===== config.mk =====
export PLATFORM = sky130hd
export DESIGN_NAME = score_display
export DESIGN_NICKNAME = d
export VERILOG_FILES = /design/src/rtl/score_display.sv
export SDC_FILE = /design/constraint.sdc
export NUM_CORES = 1
export LEC_CHECK = 0
export CAP_MARGIN = 10
export CORE_AREA = 2 2 83 105
export DETAILED_ROUTE_END_ITERATION = 6
export DIE_AREA = 0 0 85 107
export SKIP_CTS_REPAIR_TIMING = 1
export SLEW_MARGIN = 20
export SYNTH_ARGS = -nofsm -noshare
export SYNTH_HDL_FRONTEND = slang
export SYNTH_SLANG_ARGS = --single-unit

===== constraint.sdc =====
create_clock -name clk -period 7.14 [get_ports clk]
set_input_delay 1.071 -clock clk [delete_from_list [all_inputs] [get_ports clk]]
set_output_delay 1.071 -clock clk [all_outputs]
set_load 0.01 [all_outputs]

===== src/rtl/score_display.sv =====
// Score counter with frame-synchronous double-dabble conversion and a scaled 8x12 digit renderer.
// Digits are latched only at the end of a conversion, so the picture never tears mid-frame.
//
// state | meaning
// IDLE  | waiting for frame_start; displayed digits stable
// SHIFT | one double-dabble step per cycle, SW cycles
// DONE  | publish BCD nibbles to the displayed digits, drop busy
module score_display #(
    parameter int X0         = 0,
    parameter int Y0         = 0,
    parameter int NUM_DIGITS = 2,
    parameter int SCALE_LOG2 = 0,
    parameter int GAP        = 4,
    parameter int MAX_SCORE  = 99,
    parameter int WRAP       = 0,
    parameter int BLANK_LZ   = 1,
    localparam int SW        = $clog2(MAX_SCORE + 1)
) (
    input  logic          clk,
    input  logic          rst,
    input  logic [11:0]   x,
    input  logic [11:0]   y,
    input  logic          frame_start,
    input  logic          point,
    input  logic          clear,
    output logic [SW-1:0] score,
    output logic          busy,
    output logic          pix
);
    localparam int BW    = 4 * NUM_DIGITS;
    localparam int CW    = 8 << SCALE_LOG2;
    localparam int CH    = 12 << SCALE_LOG2;
    localparam int PITCH = CW + GAP;
    localparam int CNTW  = $clog2(SW + 1);

    typedef enum logic [1:0] {IDLE, SHIFT, DONE} state_t;

    state_t          state;
    logic [SW-1:0]   shreg;
    logic [BW-1:0]   bcd;
    logic [BW-1:0]   bcd_adj;
    logic [15:0]     bcd_pad;
    logic [CNTW-1:0] cnt;
    logic [3:0]      digit [4];
    logic [3:0]      blank_lz;

    logic            hit_c, hit_q;
    logic [1:0]      nib_c, nib_q;
    logic [2:0]      col_c, col_q;
    logic [3:0]      row_c, row_q;
    logic [7:0]      glyph_bits;

    function automatic logic [BW-1:0] dabble(input logic [BW-1:0] v);
        logic [BW-1:0] r;
        r = v;
        for (int i = 0; i < NUM_DIGITS; i++) begin
            if (r[4*i +: 4] >= 4'd5)
                r[4*i +: 4] = r[4*i +: 4] + 4'd3;
        end
        return r;
    endfunction

    // Font rows packed MSB-first: row 0 in bits [95:88], bit 7 of each row is the leftmost column.
    function automatic logic [7:0] glyph_row(input logic [3:0] d, input logic [3:0] r);
        logic [95:0] f;
        int          idx;
        case (d)
            4'd0:    f = 96'h3C_66_66_66_66_66_66_66_66_66_66_3C;
            4'd1:    f = 96'h18_38_18_18_18_18_18_18_18_18_18_3C;
            4'd2:    f = 96'h3C_66_06_0C_18_30_60_40_40_40_7E_7E;
            4'd3:    f = 96'h3C_66_06_06_1C_1C_06_06_06_66_66_3C;
            4'd4:    f = 96'h0C_1C_2C_4C_8C_FE_FE_0C_0C_0C_0C_1E;
            4'd5:    f = 96'h7E_7E_60_60_3C_06_06_06_06_66_66_3C;
            4'd6:    f = 96'h3C_66_60_60_7C_66_66_66_66_66_66_3C;
            4'd7:    f = 96'h7E_7E_06_0C_18_30_30_30_30_30_30_30;
            4'd8:    f = 96'h3C_66_66_66_3C_3C_66_66_66_66_66_3C;
            4'd9:    f = 96'h3C_66_66_66_66_3E_06_06_06_06_66_3C;
            default: f = '0;
        endcase
        if (r > 4'd11)
            return 8'h00;
        idx = 88 - 8 * int'(r);
        return f[idx +: 8];
    endfunction

    always_ff @(posedge clk or posedge rst) begin
        if (rst) begin
            score <= '0;
        end else if (clear) begin
            score <= '0;
        end else if (point) begin
            if (score == SW'(MAX_SCORE))
                score <= (WRAP != 0) ? '0 : score;
            else
                score <= score + 1'b1;
        end
    end

    assign bcd_adj = dabble(bcd);
    assign bcd_pad = 16'(bcd);

    always_ff @(posedge clk or posedge rst) begin
        if (rst) begin
            state <= IDLE;
            busy  <= 1'b0;
            shreg <= '0;
            bcd   <= '0;
            cnt   <= '0;
            for (int j = 0; j < 4; j++)
                digit[j] <= 4'd0;
        end else begin
            case (state)
                IDLE: begin
                    if (frame_start) begin
                        shreg <= score;
                        bcd   <= '0;
                        cnt   <= CNTW'(SW - 1);
                        busy  <= 1'b1;
                        state <= SHIFT;
                    end
                end
                SHIFT: begin
                    bcd   <= {bcd_adj[BW-2:0], shreg[SW-1]};
                    shreg <= shreg << 1;
                    if (cnt == '0)
                        state <= DONE;
                    else
                        cnt <= cnt - 1'b1;
                end
                DONE: begin
                    // digit[] is indexed by nibble: 0 = least significant (rightmost) digit
                    for (int j = 0; j < 4; j++)
                        digit[j] <= bcd_pad[4*j +: 4];
                    busy  <= 1'b0;
                    state <= IDLE;
                end
                default: state <= IDLE;
            endcase
        end
    end

    always_comb begin
        logic       zero_above;
        blank_lz   = '0;
        zero_above = 1'b1;
        for (int i = 3; i >= 0; i--) begin
            zero_above  = zero_above && (digit[i] == 4'd0);
            blank_lz[i] = (BLANK_LZ != 0) && (i != 0) && zero_above;
        end
    end

    always_comb begin
        logic [12:0] x13, y13, cx, dx, dy;
        hit_c = 1'b0;
        nib_c = '0;
        col_c = '0;
        row_c = '0;
        x13   = {1'b0, x};
        y13   = {1'b0, y};
        cx    = '0;
        dx    = '0;
        dy    = y13 - 13'(Y0);
        for (int k = 0; k < NUM_DIGITS; k++) begin
            cx = 13'(X0 + k * PITCH);
            dx = x13 - cx;
            if (!hit_c && x13 >= cx && dx < 13'(CW) && y13 >= 13'(Y0) && dy < 13'(CH)) begin
                hit_c = 1'b1;
                nib_c = 2'(NUM_DIGITS - 1 - k);
                col_c = dx[SCALE_LOG2 +: 3];
                row_c = dy[SCALE_LOG2 +: 4];
            end
        end
    end

    assign glyph_bits = glyph_row(digit[nib_q], row_q);

    always_ff @(posedge clk or posedge rst) begin
        if (rst) begin
            hit_q <= 1'b0;
            nib_q <= '0;
            col_q <= '0;
            row_q <= '0;
            pix   <= 1'b0;
        end else begin
            hit_q <= hit_c;
            nib_q <= nib_c;
            col_q <= col_c;
            row_q <= row_c;
            pix   <= hit_q && !blank_lz[nib_q] && glyph_bits[3'd7 - col_q];
        end
    end
endmodule


# Word-level counts from Yosys, hierarchy flattened
# Memories as Yosys holds them, arrays and structs flattened.
# Cells that the tools add are included.
# totals
regBits	47
romBits	1200
input_bits	29
output_inout_bits	9
memories	1
# mem_list
name	words	width	rd	rd_clocked_by_memory_dff	write_ports	line	rtl
(no name shown)	16	75	1	0	0	67	case (d)
# op_classes
add_sub_neg	7
order_cmp	10
n_eq_ne	7
n_shift	1
muxes	35
n_bitwise	1
n_reduce_logical	19
# op_table
op	n
$shiftx 96x8->8	1
$mux 7	4
$lt 12x4->1 const B	2
$mux 8	3
$mux 4	5
$pmux 8 s2	1
$mux 3	5
$pmux 7 s2	1
$lt 13x4->1 const B	1
$sub 12x4->13 const B	1
$ge 12x4->1 const B	1
$bmux 4 s2	1
$ge 4x3->1 const B	2
$ne 2x2->1 const B	4
$reduce_and 2->1	4
$sub 7x7->8 const A	1
$add 7x1->7 const B	1
$eq 7x7->1 const B	1
$mux 1	7
$logic_and 1x1->1	6
$mux 2	3
$pmux 3 s2	1
$reduce_bool 2->1	3
$add 4x2->4 const B	1
other kinds (19)	20

# Logic depth before layout (Yosys ltp)
# Gate-level depths: netlist of the first run.
# An unclocked memory read counts as a cell.
# logic_depth
depth_word	10
mapped_depth	11
depth_no_buf	10

# Least setup slack after synthesis of the first run
# No wires, ideal clock.
# synth_path
kind	register -> register
start	reg nib_q[0]
end	reg pix
setup_ns	0.111
t_arrival_ns	2.729
required_time_ns	7.029
slack_ns	4.299
stages_incl_launch_ff	11
path_buffers	1
synth_period_minus_slack_ns	2.841
cell_sequence	dfrtp_1 buf_6 mux2i_2 ha_1 inv_1 o21ai_0 o211ai_1 a21oi_1 nor4_1 or4_4 a2111oi_2
# synth_via
elab_chain_cells	10
elab_cells_between_ends	14
classes_between	shift: 1; mux: 8; bitwise: 1; reduce/logical: 3; memory: 1
# synth_rtl
item	line	rtl
start, declared	48	logic [1:0] nib_c, nib_q;
start signal, assigned	186	nib_q <= nib_c;
$not 2->3 (not written as such)	175	assign glyph_bits = glyph_row(digit[nib_q], row_q);
$bmux 4 s2	175	
$mux 4 (not written as such) (2 in a row)	175	
$mem_v2 16x75	--	
$shiftx 96x8->8	83	return f[idx +: 8];
$mux 8	82	idx = 88 - 8 * int'(r);
$bmux 1 s3	189	pix <= hit_q && !blank_lz[nib_q] && glyph_bits[3'd7 - col_q];
$mux 1 (not written as such)	189	
$logic_and 1x1->1 (*)	189	
end signal, assigned	189	
end, declared	28	output logic pix
# Every way passes the cells marked *; elsewhere a longest branch is shown, timed or not. The select of a mux whose other input is x is not followed.
# A chain may end at the register's enable or synchronous reset.

# Worst setup path after layout of the first run
# Ends and elaborated chain as after synthesis.

==> flow_metrics.py, run 1 <==
metrics = {
    "outcome": {
        "outcome": "complete, but fails checks",
        "violations": "DRC",
    },
    "synth": {
        "synthXorXnorAreaFrac_pct": 1.954,
        "synth-seq-area-share_pct": 32.10,
        "synth_top_family_by_area": "compound AO/OA/AOI/OAI gates",
        "synth_edf_count": 0,
        "synthDistinctLibCells": 67,
        "synth-async-reset-ratio_pct": 100.0,
        "netlist_area_mm2": 0.003586,
        "synthAdderAreaFrac_pct": 5.932,
        "synth.top_cell.area_share_pct": 32.10,
        "ys_warn_count": 0,
        "syn_nets": 463,
        "synth.area.mux_share_pct": 7.292,
        "synthSimpleGateAreaFrac_pct": 21.32,
        "synth_compound_area_share_pct": 23.24,
        "yosysTopAreaCell": "dfrtp_1",
        "ys.flop_type": "dfrtp_1",
        "syn_avg_cell_area_um2": 8.599,
        "synth_cells": 417,
        "yosys-top-cells-area": "dfrtp_1, ha_1, nand2_1",
        "synth.ff_latch_count": 46,
    },
    "route": {
        "wl_per_cell_um": 17.57,
        "routed_wl_um": 9401,
        "drcViolationCount": 1,
        "postRouteAntennaNets": 0,
        "dr.first_iter.drc_count": 276,
        "vias": 3349,
        "dr.pass1.iters": 7,
        "viasPerCell": 6.260,
    },
    "final_layout": {
        "n_antenna_cell": 0,
        "syn_to_final_growth_pct": 11.24,
        "finalNetCount": 483,
        "final_common_cell": "nand2_1",
        "final_cell_mix": "nand2_1, dfrtp_1, clkdlybuf4s50_1",
        "final_layout_size_suffix_gt1_share_pct": 6.849,
    },
    "worst_setup_path": {
        "worstPathRequired_ps": 7310,
        "ff2ff_setup_slack_ps": 3630,
        "critPathCaptureType": "register",
        "crit_chain": "mux2i_2 > ha_1 > inv_1 > o21ai_0 > o211ai_1 > a21oi_1 > nor4_1 > or4_4 > a2111oi_2",
        "reg2regPathDepth": 9,
        "setup.worst_path.class": "reg2reg",
        "critPathMaxFanout": 11,
        "start_kind": "register",
        "arrival_ps": 3680,
        "timing.rr.end": "pix$_DFF_PP0_",
        "critPathMaxStageDelay_ps": 690,
        "rr_startpoint": "nib_q[0]$_DFF_PP0_",
        "cp_slowest_cell": "dfrtp_1",
    },
    "sta": {
        "skew_ps": 5.755,
        "setup_ws_ps": 3631,
        "fmax_mhz": 284.9,
        "relSlewSlack_pct": 25.29,
        "finalCriticalPeriod_ps": 3509,
        "finalHoldViolations": 0,
        "setup_viol": 0,
        "tns_ps": 0,
        "finalCritPeriodShare_pct": 49.15,
        "slew_violations": 0,
        "worstMarginPinSlew_ps": 1121,
        "rsz0062_at_grt": "false",
    },
    "global_routing": {
        "grt.total_usage_pct": 21.22,
        "antenna_found_initial": 0,
        "overflow": 0,
        "grt_max_degree": 47,
        "grt_pass1_vias": 3236,
        "grt_pass1_wl_um": 15820,
    },
    "floorplan": {
        "die_area_mm2": 0.009095,
        "core-area_mm2": 0.008102,
        "die_y_um": 107,
        "start_util_pct": 44.26,
        "fp.dieW_um": 85,
        "num_rows": 37,
        "ios": 38,
    },
    "power": {
        "p_leak_uw": 0.001604,
        "powerDensity_mw_per_mm2": 268.2,
        "ir_drop_uv": 229.2,
    },
    "clock_network": {
        "cts_root_buffer": "clkbuf_8",
        "numCtsBuffers": 5,
        "clk_latency_ps": 290,
        "cts.sink_count": 46,
        "h-tree-depth": 2,
        "clk_pin_slew_ps": 90,
        "clock_path_buffers": 2,
        "cts_tree": "built",
    },
    "place": {
        "hpwl_um": 6824,
        "post-place-ws_ps": 3678,
        "io_buffer_count": 37,
        "place.gp.congestion": 0.9647,
    },
    "hold_path": {
        "hp-start": "shreg[6]$_DFFE_PP0P_",
        "hold_path_class": "reg2reg",
        "hold_depth": 2,
        "holdPathEnd": "shreg[6]$_DFFE_PP0P_",
    },
    "job": {
        "maxCapViolCount": 0,
    },
}
critical path: cells and delay by family (launching register included):
kind	cells	cell delay (ps)
AOI/OAI and AO/OA	4	1100
adders and majority gates	1	360
buffers and inverters	1	120
DFF	1	690
muxes	1	500
and+or+nand+nor	2	620
final cells by class:
type                       count  area, um2
clock buffer                   6      72.57
timing repair buffer          39      385.4
inverter                      21      78.83
sequential                    46       1151
tap                           97      121.4
clock inverter                 2      37.54
fill                         781       4113
multi-input combinational    324       2142
synth_stat cells, types with 9 or more instances:
| cell | number |
|---|---|
| inv_1 | 19 |
| nand3_1 | 9 |
| o21ai_0 | 36 |
| clkbuf_1 | 11 |
| nor2_1 | 26 |
| nor4_1 | 10 |
| a211oi_1 | 9 |
| o211ai_1 | 11 |
| nand2_1 | 53 |
| mux2i_1 | 12 |
| dfrtp_1 | 46 |
| ha_1 | 17 |
| a21oi_1 | 23 |
logic make-up after synthesis:
| logic type | count (synthesis) |
|---|---|
| AOI/OAI and AO/OA | 125 |
| xor gates and xnor gates | 8 |
| adders and majority gates | 17 |
| buffers and inverters | 47 |
| DFF | 46 |
| muxes | 22 |
| and+or+nand+nor | 152 |
worst max path at each step:
stage                          endpoint          startpoint  cells past startpoint
after floorplan           pix$_DFF_PP0_  nib_q[0]$_DFF_PP0_                     10
after global placement    pix$_DFF_PP0_  nib_q[0]$_DFF_PP0_                      9
after detailed placement  pix$_DFF_PP0_  nib_q[0]$_DFF_PP0_                      9
after CTS                 pix$_DFF_PP0_  nib_q[0]$_DFF_PP0_                      9
after global routing      pix$_DFF_PP0_  nib_q[0]$_DFF_PP0_                     10
final                     pix$_DFF_PP0_  nib_q[0]$_DFF_PP0_                      9
per-layer routing:
layer  share of wire (%)  track usage, %  vias up  wire length (um)
li1                    -               -     1572                 -
met1                  40           25.90     1568              3731
met2                  48           35.32      164              4516
met3                 6.1           3.002       45               578
met4                 6.1           12.47        0               574
met5                   0               0        -                 0
metrics by stage:
step	instance area, um2	hold slack (ps)	power [uW]	utilization [%]	cells
6_report	3989	489.7	1070	49.24	535
5_1_grt	3989	520.3	1157	49.24	535
4_1_cts	3989	495.2	1068	49.24	535
3_5_place_dp	3879	474.9	876.4	47.88	527
3_3_place_gp	3879	463.5	877.3	47.88	527
2_1_floorplan	3586	449.6	762.3	-	417
sequential cells by signal (all words and copies together) (netlist names), 2 cells and up:
| register | cells |
|---|---|
| shreg | 7 |
| cnt | 3 |
| row_q | 4 |
| state | 2 |
| bcd | 8 |
| col_q | 3 |
| digit | 8 |
| score | 7 |
report_power, final:
part           internal (uW)  switching [uW]
Clock                    104            85.6
Combinational            193             317
Sequential               315            54.5
Total                    613             457
Note: power is estimated with default switching activity, not from simulation.
==> run 2, diff against run 1 <==
Clock period 7.14 ns to 3.6 ns, I/O delays scaled along.
==> run 2 against run 1 <==
Against the previous run:
- the run now ends clean
- count of clock-buffer cells in the layout stayed put
- combinational power is 100% higher
- die area stayed put
- first-iteration DRC count is 7.2% higher
- final cell count is 0.75% higher
- global-route usage is 0.22 points higher
- power is 99% higher
- sequential share of layout area is 0.29 points lower
- via count is 0.66% higher
- worst setup slack worse by 3300 ps
- flip-flop and latch count stayed put
- largest power group unchanged
==> flow_metrics.py, run 2 (same netlist as run 1, synthesis figures left out) <==
metrics = {
    "sta": {
        "finalHoldViolations": 0,
        "slew_violations": 0,
        "worstMarginPinSlew_ps": 961.5,
        "skew_ps": 8.983,
        "fin_hold_ws_ps": 485.0,
        "fmax_mhz": 310.5,
        "rsz0062_at_grt": "false",
        "relSlewSlack_pct": 35.77,
        "finalCriticalPeriod_ps": 3221,
        "tns_ps": 0,
        "setup_viol": 0,
        "finalCritPeriodShare_pct": 89.46,
    },
    "worst_setup_path": {
        "cp_top_family": "simple AND/OR/NAND/NOR gates",
        "critPathMaxFanout": 8,
        "ff2ff_setup_slack_ps": 380,
        "cp_slowest_cell": "dfrtp_1",
        "start_kind": "register",
        "rr_startpoint": "nib_q[0]$_DFF_PP0_",
        "worstPathRequired_ps": 3780,
        "arrival_ps": 3400,
        "critPathMaxStageDelay_ps": 560,
        "critPathBufInv": 1,
        "critPathCaptureType": "register",
        "reg2regPathDepth": 10,
        "setup.worst_path.class": "reg2reg",
        "timing.rr.end": "pix$_DFF_PP0_",
        "crit_chain": "mux2i_2 > inv_2 > ha_1 > nor2b_1 > mux2i_1 > nor2_1 > nor4bb_1 > nor4_1 > or4_4 > a2111oi_2",
    },
    "floorplan": {
        "core-area_mm2": 0.008102,
        "fp.dieW_um": 85,
        "start_util_pct": 44.26,
        "ios": 38,
        "die_y_um": 107,
        "num_rows": 37,
        "die_area_mm2": 0.009095,
    },
    "place": {
        "place_inst": 532,
        "io_buffer_count": 37,
        "hpwl_um": 7166,
        "place.gp.congestion": 1.015,
        "placed_area_mm2": 0.003916,
    },
    "global_routing": {
        "grt_pass1_wl_um": 15710,
        "grt.total_usage_pct": 21.44,
        "grt_pass1_vias": 3182,
        "antenna_found_initial": 0,
        "grt_max_degree": 47,
        "overflow": 0,
    },
    "clock_network": {
        "clock_path_buffers": 2,
        "clk_latency_ps": 290,
        "clk_pin_slew_ps": 80,
        "cts_root_buffer": "clkbuf_8",
        "cts_tree": "built",
        "h-tree-depth": 2,
        "numCtsBuffers": 5,
        "cts.sink_count": 46,
    },
    "power": {
        "p_leak_uw": 0.001636,
        "swShare_pct": 42.19,
        "combPwrFrac_pct": 47.9,
        "p_switching_uw": 899.4,
        "powerDensity_mw_per_mm2": 529.1,
        "internal_power_uw": 1232,
        "clock_power_share_pct": 17.7,
        "seq_power_share_pct": 34.3,
        "ir_drop_uv": 424.9,
    },
    "final_layout": {
        "n_antenna_cell": 0,
        "final_common_cell": "nand2_1",
        "finalNetCount": 488,
        "final_layout_size_suffix_gt1_share_pct": 7.919,
        "stdcell_area_mm2": 0.004029,
        "top_regs": "bcd (8), digit (8)",
        "utilization_pct": 49.73,
        "syn_to_final_growth_pct": 12.35,
        "fin_cells": 539,
        "final_cell_mix": "nand2_1, dfrtp_1, clkdlybuf4s50_1",
    },
    "route": {
        "vias": 3371,
        "drcViolationCount": 0,
        "dr.first_iter.drc_count": 296,
        "routed_wl_um": 9622,
        "postRouteAntennaNets": 0,
        "dr.pass1.iters": 5,
        "viasPerCell": 6.254,
        "wl_per_cell_um": 17.85,
    },
    "hold_path": {
        "hold_depth": 2,
        "hp-start": "shreg[6]$_DFFE_PP0P_",
        "holdPathEnd": "shreg[6]$_DFFE_PP0P_",
        "hold_path_class": "reg2reg",
    },
    "outcome": {
        "outcome": "completed",
    },
    "job": {
        "maxCapViolCount": 0,
    },
}
run 2: cell count changes in the layout (fill, tap and decap cells not counted):
| cell | change |
|---|---|
| clkbuf_8 | +1 |
| clkbuf_1 | -1 |
| buf_4 | +5 |
| clkinvlp_4 | -1 |
run 2: power groups by stage:
stage | logic [uW] | clock network (uW) | registers, uW
floorplan | 794 | 0 | 718
global placement | 1010 | 0 | 740
detailed placement | 1000 | 0 | 743
CTS | 1010 | 390 | 733
global route | 1130 | 414 | 752
finish | 1020 | 378 | 732
run 2: worst max path at each step:
stage	start	endpoint	slack, ps	depth (start not counted)
6_report	nib_q[0]$_DFF_PP0_	pix$_DFF_PP0_	380	10
5_1_grt	nib_q[0]$_DFF_PP0_	pix$_DFF_PP0_	140	10
4_1_cts	nib_q[0]$_DFF_PP0_	pix$_DFF_PP0_	390	10
3_5_place_dp	nib_q[0]$_DFF_PP0_	pix$_DFF_PP0_	410	10
3_3_place_gp	nib_q[0]$_DFF_PP0_	pix$_DFF_PP0_	510	10
2_1_floorplan	nib_q[0]$_DFF_PP0_	pix$_DFF_PP0_	760	10
run 2: final cells by class:
cell class	instances	area, um2
clock inverter	1	30.03
sequential	46	1151
fill	792	4073
timing repair buffer	44	422.9
clock buffer	6	82.58
tap	97	121.4
multi-input combinational	324	2142
inverter	21	78.83
run 2: worst register-to-register path, delay by kind of cell, from the launching register on:
| kind | cells | cell delay (ps) |
|---|---|---|
| buffers and inverters | 1 | 150 |
| muxes | 2 | 670 |
| and+or+nand+nor | 5 | 1130 |
| AOI/OAI and AO/OA | 1 | 300 |
| DFF | 1 | 560 |
| adders and majority gates | 1 | 310 |
run 2: metal layers:
metal | wire [um] | track usage, %
met4 | 600 | 13.49
met1 | 3642 | 24.93
met5 | 0 | 0
met2 | 4767 | 36.94
met3 | 611 | 2.694
run 2: metrics by stage:
stage | power, uW | setup WS (ps)
floorplan | 1512 | 759.4
global placement | 1748 | 507.2
detailed placement | 1745 | 414.3
CTS | 2129 | 392.2
global route | 2294 | 141.2
finish | 2132 | 379.3
==> run 3, diff against run 2 <==
Settings changed: CTS_CLUSTER_DIAMETER from default to 100.
Clock period 3.6 ns to 3.8 ns, I/O delays scaled along.
==> run 3 against run 2 <==
Against the previous run:
- die area unchanged
- clock skew shrank 2.4 ps
- global-route usage increased by 0.77 points
- final area fell by 0.56%
- count of clock-buffer cells in the layout decreased by 1
- sequential power is 5.1% lower
- routed wire length about the same
- clock power shrank 5%
- non-clock buffer count shrank 3
- critical path depth fell by 1
- hold slack improved by 3.1 ps
- flip-flop and latch count did not move
- critical path type unchanged
- critical endpoint unchanged
==> flow_metrics.py, run 3 (same netlist as run 1, synthesis figures left out) <==
metrics = {
    "place": {
        "hpwl_um": 7128,
        "io_buffer_count": 37,
        "post-place-ws_ps": 312.6,
        "place.gp.congestion": 0.9463,
    },
    "outcome": {
        "outcome": "completed",
    },
    "floorplan": {
        "ios": 38,
        "fp.dieW_um": 85,
        "core-area_mm2": 0.008102,
        "die_area_mm2": 0.009095,
        "start_util_pct": 44.26,
        "die_y_um": 107,
        "num_rows": 37,
    },
    "final_layout": {
        "syn_to_final_growth_pct": 11.72,
        "n_antenna_cell": 0,
        "final_layout_size_suffix_gt1_share_pct": 7.500,
        "num-fill-cells": 794,
        "final_common_cell": "nand2_1",
        "finalNetCount": 485,
        "final_cell_mix": "nand2_1, dfrtp_1, clkdlybuf4s50_1",
        "top_regs": "bcd (8), digit (8)",
    },
    "clock_network": {
        "h-tree-depth": 2,
        "clk_pin_slew_ps": 80,
        "cts_tree": "built",
        "numCtsBuffers": 5,
        "clock_path_buffers": 2,
        "cts_root_buffer": "clkbuf_8",
        "cts.sink_count": 46,
        "clk_latency_ps": 300,
    },
    "global_routing": {
        "grt.total_usage_pct": 22.22,
        "grt_pass1_vias": 3280,
        "overflow": 0,
        "grt_pass1_wl_um": 16210,
        "grt_max_degree": 47,
        "antenna_found_initial": 0,
    },
    "route": {
        "wl_per_cell_um": 17.91,
        "dr.pass1.iters": 5,
        "viasPerCell": 6.194,
        "drcViolationCount": 0,
        "postRouteAntennaNets": 0,
        "vias": 3326,
        "routed_wl_um": 9618,
        "dr.first_iter.drc_count": 231,
    },
    "sta": {
        "fmax_mhz": 282.0,
        "finalHoldViolations": 0,
        "relSlewSlack_pct": 34.67,
        "finalCritPeriodShare_pct": 93.33,
        "setup_viol": 0,
        "tns_ps": 0,
        "worstMarginPinSlew_ps": 977.9,
        "skew_ps": 6.546,
        "slew_violations": 0,
        "finalCriticalPeriod_ps": 3547,
        "rsz0062_at_grt": "false",
        "setup_ws_ps": 253.5,
    },
    "power": {
        "swShare_pct": 42.80,
        "p_switching_uw": 865.7,
        "combPwrFrac_pct": 47.8,
        "internal_power_uw": 1157,
        "ir_drop_uv": 516.8,
        "powerDensity_mw_per_mm2": 504.8,
        "seq_power_share_pct": 34.3,
        "clock_power_share_pct": 17.8,
        "p_leak_uw": 0.001622,
    },
    "worst_setup_path": {
        "crit_chain": "mux2i_2 > ha_1 > inv_1 > o21ai_0 > o211ai_1 > a21oi_1 > nor4_1 > or4_4 > a2111oi_2",
        "critPathMaxStageDelay_ps": 700,
        "ff2ff_setup_slack_ps": 250,
        "cp_slowest_cell": "dfrtp_1",
        "setup.worst_path.class": "reg2reg",
        "start_kind": "register",
        "worstPathRequired_ps": 3980,
        "arrival_ps": 3730,
        "critPathCaptureType": "register",
        "critPathMaxFanout": 11,
    },
    "job": {
        "maxCapViolCount": 0,
    },
    "hold_path": {
        "hold_path_class": "reg2reg",
    },
}
[run 3: cell types whose count changed in the layout (fill, tap and decap cells not counted), sizes merged]
| cell | previous run | this run |
|---|---|---|
| buf | 7 | 4 |
| inv | 21 | 22 |
| clkinv | 0 | 1 |
| clkbuf | 6 | 5 |
[run 3: metrics by stage]
step / cell area, um2 / utilization, % / hold slack (ps) / std cells / total power [uW]
3_5_place_dp: 3894 / 48.06 / 473.5 / 529 / 1659
2_1_floorplan: 3586 / - / 449.6 / 417 / 1432
4_1_cts: 4006 / 49.45 / 494.2 / 537 / 2027
5_1_grt: 4006 / 49.45 / 540.9 / 537 / 2191
3_3_place_gp: 3894 / 48.06 / 463.5 / 529 / 1652
6_report: 4006 / 49.45 / 488.1 / 537 / 2022
[run 3: cell type report]
type	instances	area [um2]	area share (%)
flip-flops and latches	46	1151	28.73
multi-input cells	324	2142	53.47
well taps	97	121.4	3.029
repair buffers	41	400.4	9.994
clock inverters	3	43.79	1.093
inverters	21	78.83	1.968
clock buffers	5	68.82	1.718
[run 3: worst max-delay path: cells and delay by family, from the launching register on]
family                     cells  cell delay, ps
muxes                          1             510
DFF                            1             700
and+or+nand+nor                2             630
adders and majority gates      1             370
buffers and inverters          1             130
AOI/OAI and AO/OA              4            1090
[run 3: worst paths after layout]
kind,from,endpoint,cells past startpoint
max,nib_q[0]$_DFF_PP0_,pix$_DFF_PP0_,9
min,shreg[6]$_DFFE_PP0P_,shreg[6]$_DFFE_PP0P_,2
max reg2reg,nib_q[0]$_DFF_PP0_,pix$_DFF_PP0_,9
min reg2reg,shreg[6]$_DFFE_PP0P_,shreg[6]$_DFFE_PP0P_,2
max in group asynchronous,rst,row_q[1]$_DFF_PP0_,2
min in group asynchronous,rst,score[1]$_DFFE_PP0P_,2
[run 3: layer usage]
layer	up-vias	share of wire [%]	track usage (%)
li1	1580	-	-
met1	1548	39	25.45
met2	147	49	37.50
met3	51	5.4	3.079
met4	0	6.8	15.99
met5	-	0	0
[run 3: power groups by stage]
| stage | Clock, uW | Combinational, uW | Sequential, uW |
|---|---|---|---|
| 6_report | 360 | 968 | 695 |
| 5_1_grt | 391 | 1090 | 715 |
| 4_1_cts | 373 | 959 | 695 |
| 3_5_place_dp | 0 | 955 | 704 |
| 3_3_place_gp | 0 | 952 | 700 |
| 2_1_floorplan | 0 | 752 | 680 |
